<file path="config.mk">
export PLATFORM = sky130hd
export DESIGN_NAME = sensor_frame_agg
export DESIGN_NICKNAME = d
export VERILOG_FILES = /design/src/rtl/sensor_frame_pkg.sv /design/src/rtl/sensor_ch_slot.sv /design/src/rtl/sensor_frame_agg.sv
export SDC_FILE = /design/constraint.sdc
export NUM_CORES = 1
export LEC_CHECK = 0
export ABC_CLOCK_PERIOD_IN_PS = 3000
export BUFFER_PORTS_ARGS = -buffer_cell sky130_fd_sc_hd__buf_2
export CAP_MARGIN = 15
export CORE_UTILIZATION = 40
export CTS_CLUSTER_SIZE = 16
export DETAILED_ROUTE_END_ITERATION = 8
export GPL_ROUTABILITY_DRIVEN = 0
export PLACE_DENSITY = 0.7
export SYNTH_ARGS = -nofsm -noshare
export SYNTH_HDL_FRONTEND = slang
export SYNTH_SLANG_ARGS = --single-unit
</file>
<file path="constraint.sdc">
create_clock -name clk -period 3 [get_ports clk]
set_clock_uncertainty 0.1 [all_clocks]
set_input_delay 0.6 -clock clk [delete_from_list [all_inputs] [get_ports clk]]
set_output_delay 0.6 -clock clk [all_outputs]
set_load 0.01 [all_outputs]
</file>
<file path="src/rtl/sensor_frame_pkg.sv">
// Shared types and helpers for the sensor frame aggregator.
//   state_e      : aggregator FSM states
//   frame_width  : width of the framed output word {seq, dirty_mask, channels}
//   popcount8    : number of set bits in an up-to-8-bit channel mask
package sensor_frame_pkg;

  localparam int MAX_CH = 8;

  typedef enum logic [1:0] {
    IDLE = 2'd0,
    SEND = 2'd1,
    HOLD = 2'd2
  } state_e;

  function automatic int frame_width(input int num_ch, input int ch_w, input int seq_w);
    return seq_w + num_ch + num_ch * ch_w;
  endfunction

  function automatic logic [3:0] popcount8(input logic [MAX_CH-1:0] v);
    logic [3:0] c;
    c = '0;
    for (int i = 0; i < MAX_CH; i++) c = c + {3'b000, v[i]};
    return c;
  endfunction

endpackage

</file>
<file path="src/rtl/sensor_ch_slot.sv">
// One sensor channel: shadow register holding the latest reading plus a
// dirty flag marking it as not yet framed.
//   clk, rst_n  : clock, async active-low reset
//   capture_i   : update strobe, loads data_i and sets dirty
//   clear_i     : frame snapshot taken this cycle, clears dirty
//   data_i      : incoming reading
//   shadow_o    : latest reading
//   dirty_o     : reading not yet sent
//   overwrite_o : an unsent reading is being replaced this cycle
module sensor_ch_slot
  import sensor_frame_pkg::*;
#(
  parameter int CH_W = 24
) (
  input  logic            clk,
  input  logic            rst_n,
  input  logic            capture_i,
  input  logic            clear_i,
  input  logic [CH_W-1:0] data_i,
  output logic [CH_W-1:0] shadow_o,
  output logic            dirty_o,
  output logic            overwrite_o
);

  logic [CH_W-1:0] shadow_q;
  logic            dirty_q;

  always_ff @(posedge clk or negedge rst_n) begin
    if (!rst_n) begin
      shadow_q <= '0;
      dirty_q  <= 1'b0;
    end else begin
      if (capture_i) shadow_q <= data_i;
      // A capture coinciding with a snapshot keeps the channel dirty: the
      // new value is not part of the frame being taken.
      if (capture_i)    dirty_q <= 1'b1;
      else if (clear_i) dirty_q <= 1'b0;
    end
  end

  // On a snapshot cycle the current shadow goes into the frame, so the
  // incoming value replaces nothing unsent.
  assign overwrite_o = capture_i & dirty_q & ~clear_i;
  assign shadow_o    = shadow_q;
  assign dirty_o     = dirty_q;

endmodule

</file>
<file path="src/rtl/sensor_frame_agg.sv">
// N-channel sensor aggregator: captures per-channel readings into shadow
// registers, frames {seq, dirty_mask, ch[N-1]..ch[0]} for a ready/valid
// consumer, enforces a hold-off after each accepted frame and counts
// overwritten unsent readings.
//   clk, rst_n  : clock, async active-low reset
//   ch_data     : channel i at [i*CH_W +: CH_W]
//   ch_valid    : per-channel update strobe
//   frame_data  : framed word, stable while frame_valid
//   frame_valid : frame available
//   frame_ready : consumer accepts frame
//   drop_cnt    : saturating count of overwritten unsent updates
//   busy        : FSM in SEND or HOLD
module sensor_frame_agg
  import sensor_frame_pkg::*;
#(
  parameter int  NUM_CH  = 2,
  parameter int  CH_W    = 24,
  parameter int  SEQ_W   = 8,
  parameter int  HOLDOFF = 100,
  parameter int  DROP_W  = 16,
  localparam int FRAME_W = frame_width(NUM_CH, CH_W, SEQ_W)
) (
  input  logic                   clk,
  input  logic                   rst_n,
  input  logic [NUM_CH*CH_W-1:0] ch_data,
  input  logic [NUM_CH-1:0]      ch_valid,
  output logic [FRAME_W-1:0]     frame_data,
  output logic                   frame_valid,
  input  logic                   frame_ready,
  output logic [DROP_W-1:0]      drop_cnt,
  output logic                   busy
);

  localparam int HW = $clog2(HOLDOFF + 2);

  state_e              state_q, state_d;
  logic [SEQ_W-1:0]    seq_q, seq_d;
  logic [FRAME_W-1:0]  frame_q, frame_d;
  logic                valid_q, valid_d;
  logic [HW-1:0]       hold_q, hold_d;
  logic [DROP_W-1:0]   drop_q, drop_d;
  logic                busy_q;
  logic                snap;

  logic [NUM_CH-1:0]      dirty;
  logic [NUM_CH-1:0]      ovw;
  logic [NUM_CH*CH_W-1:0] shadows;
  logic [MAX_CH-1:0]      ovw_ext;
  logic [DROP_W:0]        drop_sum;

  for (genvar g = 0; g < NUM_CH; g++) begin : g_slot
    sensor_ch_slot #(.CH_W(CH_W)) u_slot (
      .clk        (clk),
      .rst_n      (rst_n),
      .capture_i  (ch_valid[g]),
      .clear_i    (snap),
      .data_i     (ch_data[g*CH_W +: CH_W]),
      .shadow_o   (shadows[g*CH_W +: CH_W]),
      .dirty_o    (dirty[g]),
      .overwrite_o(ovw[g])
    );
  end

  always_comb begin
    state_d = state_q;
    seq_d   = seq_q;
    frame_d = frame_q;
    valid_d = valid_q;
    hold_d  = hold_q;
    snap    = 1'b0;
    case (state_q)
      IDLE: begin
        if (|dirty) begin
          snap    = 1'b1;
          frame_d = {seq_q, dirty, shadows};
          valid_d = 1'b1;
          state_d = SEND;
        end
      end
      SEND: begin
        if (valid_q && frame_ready) begin
          valid_d = 1'b0;
          seq_d   = seq_q + SEQ_W'(1);
          if (HOLDOFF == 0) begin
            state_d = IDLE;
          end else begin
            hold_d  = HW'(HOLDOFF);
            state_d = HOLD;
          end
        end
      end
      HOLD: begin
        // Leaving at a count of 1 gives exactly HOLDOFF cycles in HOLD.
        hold_d = hold_q - HW'(1);
        if (hold_q <= HW'(1)) state_d = IDLE;
      end
      default: state_d = IDLE;
    endcase
  end

  // Saturating add of this cycle's overwrite popcount.
  always_comb begin
    ovw_ext             = '0;
    ovw_ext[NUM_CH-1:0] = ovw;
    drop_sum            = {1'b0, drop_q} + (DROP_W+1)'(popcount8(ovw_ext));
    drop_d              = drop_sum[DROP_W] ? '1 : drop_sum[DROP_W-1:0];
  end

  always_ff @(posedge clk or negedge rst_n) begin
    if (!rst_n) begin
      state_q <= IDLE;
      seq_q   <= '0;
      frame_q <= '0;
      valid_q <= 1'b0;
      hold_q  <= '0;
      drop_q  <= '0;
      busy_q  <= 1'b0;
    end else begin
      state_q <= state_d;
      seq_q   <= seq_d;
      frame_q <= frame_d;
      valid_q <= valid_d;
      hold_q  <= hold_d;
      drop_q  <= drop_d;
      busy_q  <= (state_d != IDLE);
    end
  end

  assign frame_data  = frame_q;
  assign frame_valid = valid_q;
  assign drop_cnt    = drop_q;
  assign busy        = busy_q;

endmodule

</file>
==> out/metrics.cfg <==
[place]
numPortBuffers=128
hpwlAfterDp_um=8000

[status]
outcome=completed

[yosys]
ys_warn_count=0
yosysTopAreaCell=dfrtp_1
synth_cell_type_count=41
seq_area_frac_synth_pct=62.6
synth_cells=398
netlist.area_leader.share_pct=62.6
synth_area_leaders=dfrtp_1 63%, mux2_2 21%, nand3_1 1.4%, nand2_1 1.1%, mux2i_1 1.0%
synth.avg_cell_area_sq_um=14.4
synth-seq-cells=143
syn_area_sq_um=5720
synth_fp_nets=456

[grt]
grt_pass1_wl_um=18800
grt_pass1_vias=3738
track_usage_pct=16.9
globalRouteOverflowTotal=0
antenna_found_initial=0
grt_max_degree=65

[cells_and_area]
syn_to_final_growth_pct=26.2
n_fill_cell=1144
diodes=0
drive_gt1_share_pct=50.5
layout.cells.most_common=dfrtp_1
mostFrequentLayoutCells=143 x dfrtp_1, 127 x buf_2, 106 x mux2_2, 17 x nand2_1, 17 x clkbuf_16
nNetsFinal=592
seq_area_sq_um=3580
multiInputGateArea_sq_um=2030

[routing]
initialDrtViolationCount=204
via_count=3694
wire_per_inst_um=15.9
antenna_left=0
via_per_inst=5.08
drc=0
first_pass_iters=4
wl_um=11600

[die]
ioPinCount=129
die_w_um=122
die-area_sq_um=14800
core_sq_um=13900
start_util_pct=41.1
fp.dieH_um=122
rows=43

[clock_tree]
clk_latency_ns=0.42
cts_resized=0
cts_tree=built
cts_hold_buf=0
cts-htree-levels=4
cts_buffers=17
post_cts_buffers=0
clk_path_buf_depth=2
clkTransAtPathRegs_ns=0.06
cts_sinks=143
cts-root-buf=clkbuf_16

[critical_path]
regToRegStartpoint=state_q[0]
end_kind=flip-flop
cp_max_fo=12
crit_arrival_ns=2.89
start_kind=flip-flop
critical_path_class=flip-flop to flip-flop
startpoint=state_q[0]
cp.required_ns=3.26

[timing]
slew_headroom_pct=62.6
fmax_ghz=0.380
slew_violations=0
rsz0062_at_grt=no
tightest_slew_ns=0.561
layout_min_cycle_time_ns=2.63
hold_viol_final=0
finalSetupViolCount=0
finalSetupTns_ns=0
finalCritPeriodShare_pct=87.6

[power]
power_mw=7.33
cellPowerDensity_nw_per_um2=1020
max-vdd-ir-drop_v=0.000455
power_leakage_nw=3.39

[run]
max_cap_viol_count=0

[hold_path]
hold_class=primary input to async pin

==> worst paths after layout <==
check                                                to  slack [ns]  cells past startpoint
max                                         drop_cnt[0]        0.37                      7
max reg2reg                                 drop_cnt[0]        0.37                      7
min reg2reg                                   hold_q[5]        0.37                      1
min in group clk           g_slot[1].u_slot.shadow_o[8]        0.31                      2
min                                            seq_q[7]        0.04                      1
max in group asynchronous  g_slot[0].u_slot.shadow_o[7]        2.02                      2
==> synth_stat cells, drive strengths merged <==
master  number
xor2         5
a21o         3
o41ai        1
clkbuf       6
buf         11
o21ai       10
o31ai        3
or4          7
a22o         1
dfrtp      143
or2          2
nand4b       1
or3          6
inv          7
a21oi        1
mux2i        6
nand3b       1
xnor2        5
nor2         6
o311ai       1
nor3         3
fa           1
or2b         2
ha           4
and4b        1
nand3       16
nand4        8
mux2       106
nand2       17
a31oi        1
and3         3
o21ba        1
nor4         5
nand2b       4
==> layer usage <==
layer / part of all wire [%] / wire (um) / up-vias / GRT usage [%]
met5: 0 / 0 / - / 0
met4: 2.4 / 282 / 0 / 8.72
met3: 4.4 / 511 / 19 / 4.96
met2: 52 / 6010 / 95 / 27.3
met1: 41 / 4790 / 1884 / 20.4
li1: - / - / 1696 / -
==> final cells by class <==
class,count,area share [%]
flip-flops and latches,143,49.5
inverters,7,0.364
well taps,180,3.12
clock inverters,10,2.39
clock buffers,22,6.70
multi-input cells,231,28.1
repair buffers,134,9.75
==> power breakdown <==
part	leakage, nW	internal (mW)	switching, mW
logic	1.36	1.07	1.01
registers	1.71	2.53	0.417
clock network	0.316	1.49	0.820
total	3.39	5.09	2.24
==> logic make-up after synthesis <==
| logic type | synth area share [%] |
|---|---|
| and+or+nand+nor | 8.25 |
| buffers and inverters | 2.03 |
| adders and majority gates | 1.22 |
| AOI/OAI and AO/OA | 2.49 |
| DFF | 62.6 |
| xor gates and xnor gates | 1.53 |
| muxes | 21.9 |
==> critical path, cell delays in order, from the launching register on <==
cell	delay, ns
dfrtp_1	0.43
or2_1	0.27
and3_1	0.22
fa_1	0.24
ha_1	0.30
nand4_4	0.17
or4_4	0.63
or2b_1	0.19
==> per-stage QoR <==
step           std cells  cell area (sq um)  util [%]  hold slack [ns]  setup WS (ns)
2_1_floorplan        398               5720         -            0.204         0.0638
3_3_place_gp         695               6570      47.1            0.357          0.441
3_5_place_dp         695               6570      47.1            0.366          0.392
4_1_cts              727               7220      51.8           0.0532          0.371
5_1_grt              727               7220      51.8           0.0791          0.223
6_report             727               7220      51.8           0.0439          0.371
==> registers in the layout, summed over array words and instances, names as in the netlist <==
signal	flops
hold_q	7
g_slot.u_slot.shadow_o	48
state_q	2
frame_data	58
drop_cnt	16
busy	1
g_slot.u_slot.dirty_o	2
frame_valid	1
seq_q	8
(Power assumes the default switching activity.)
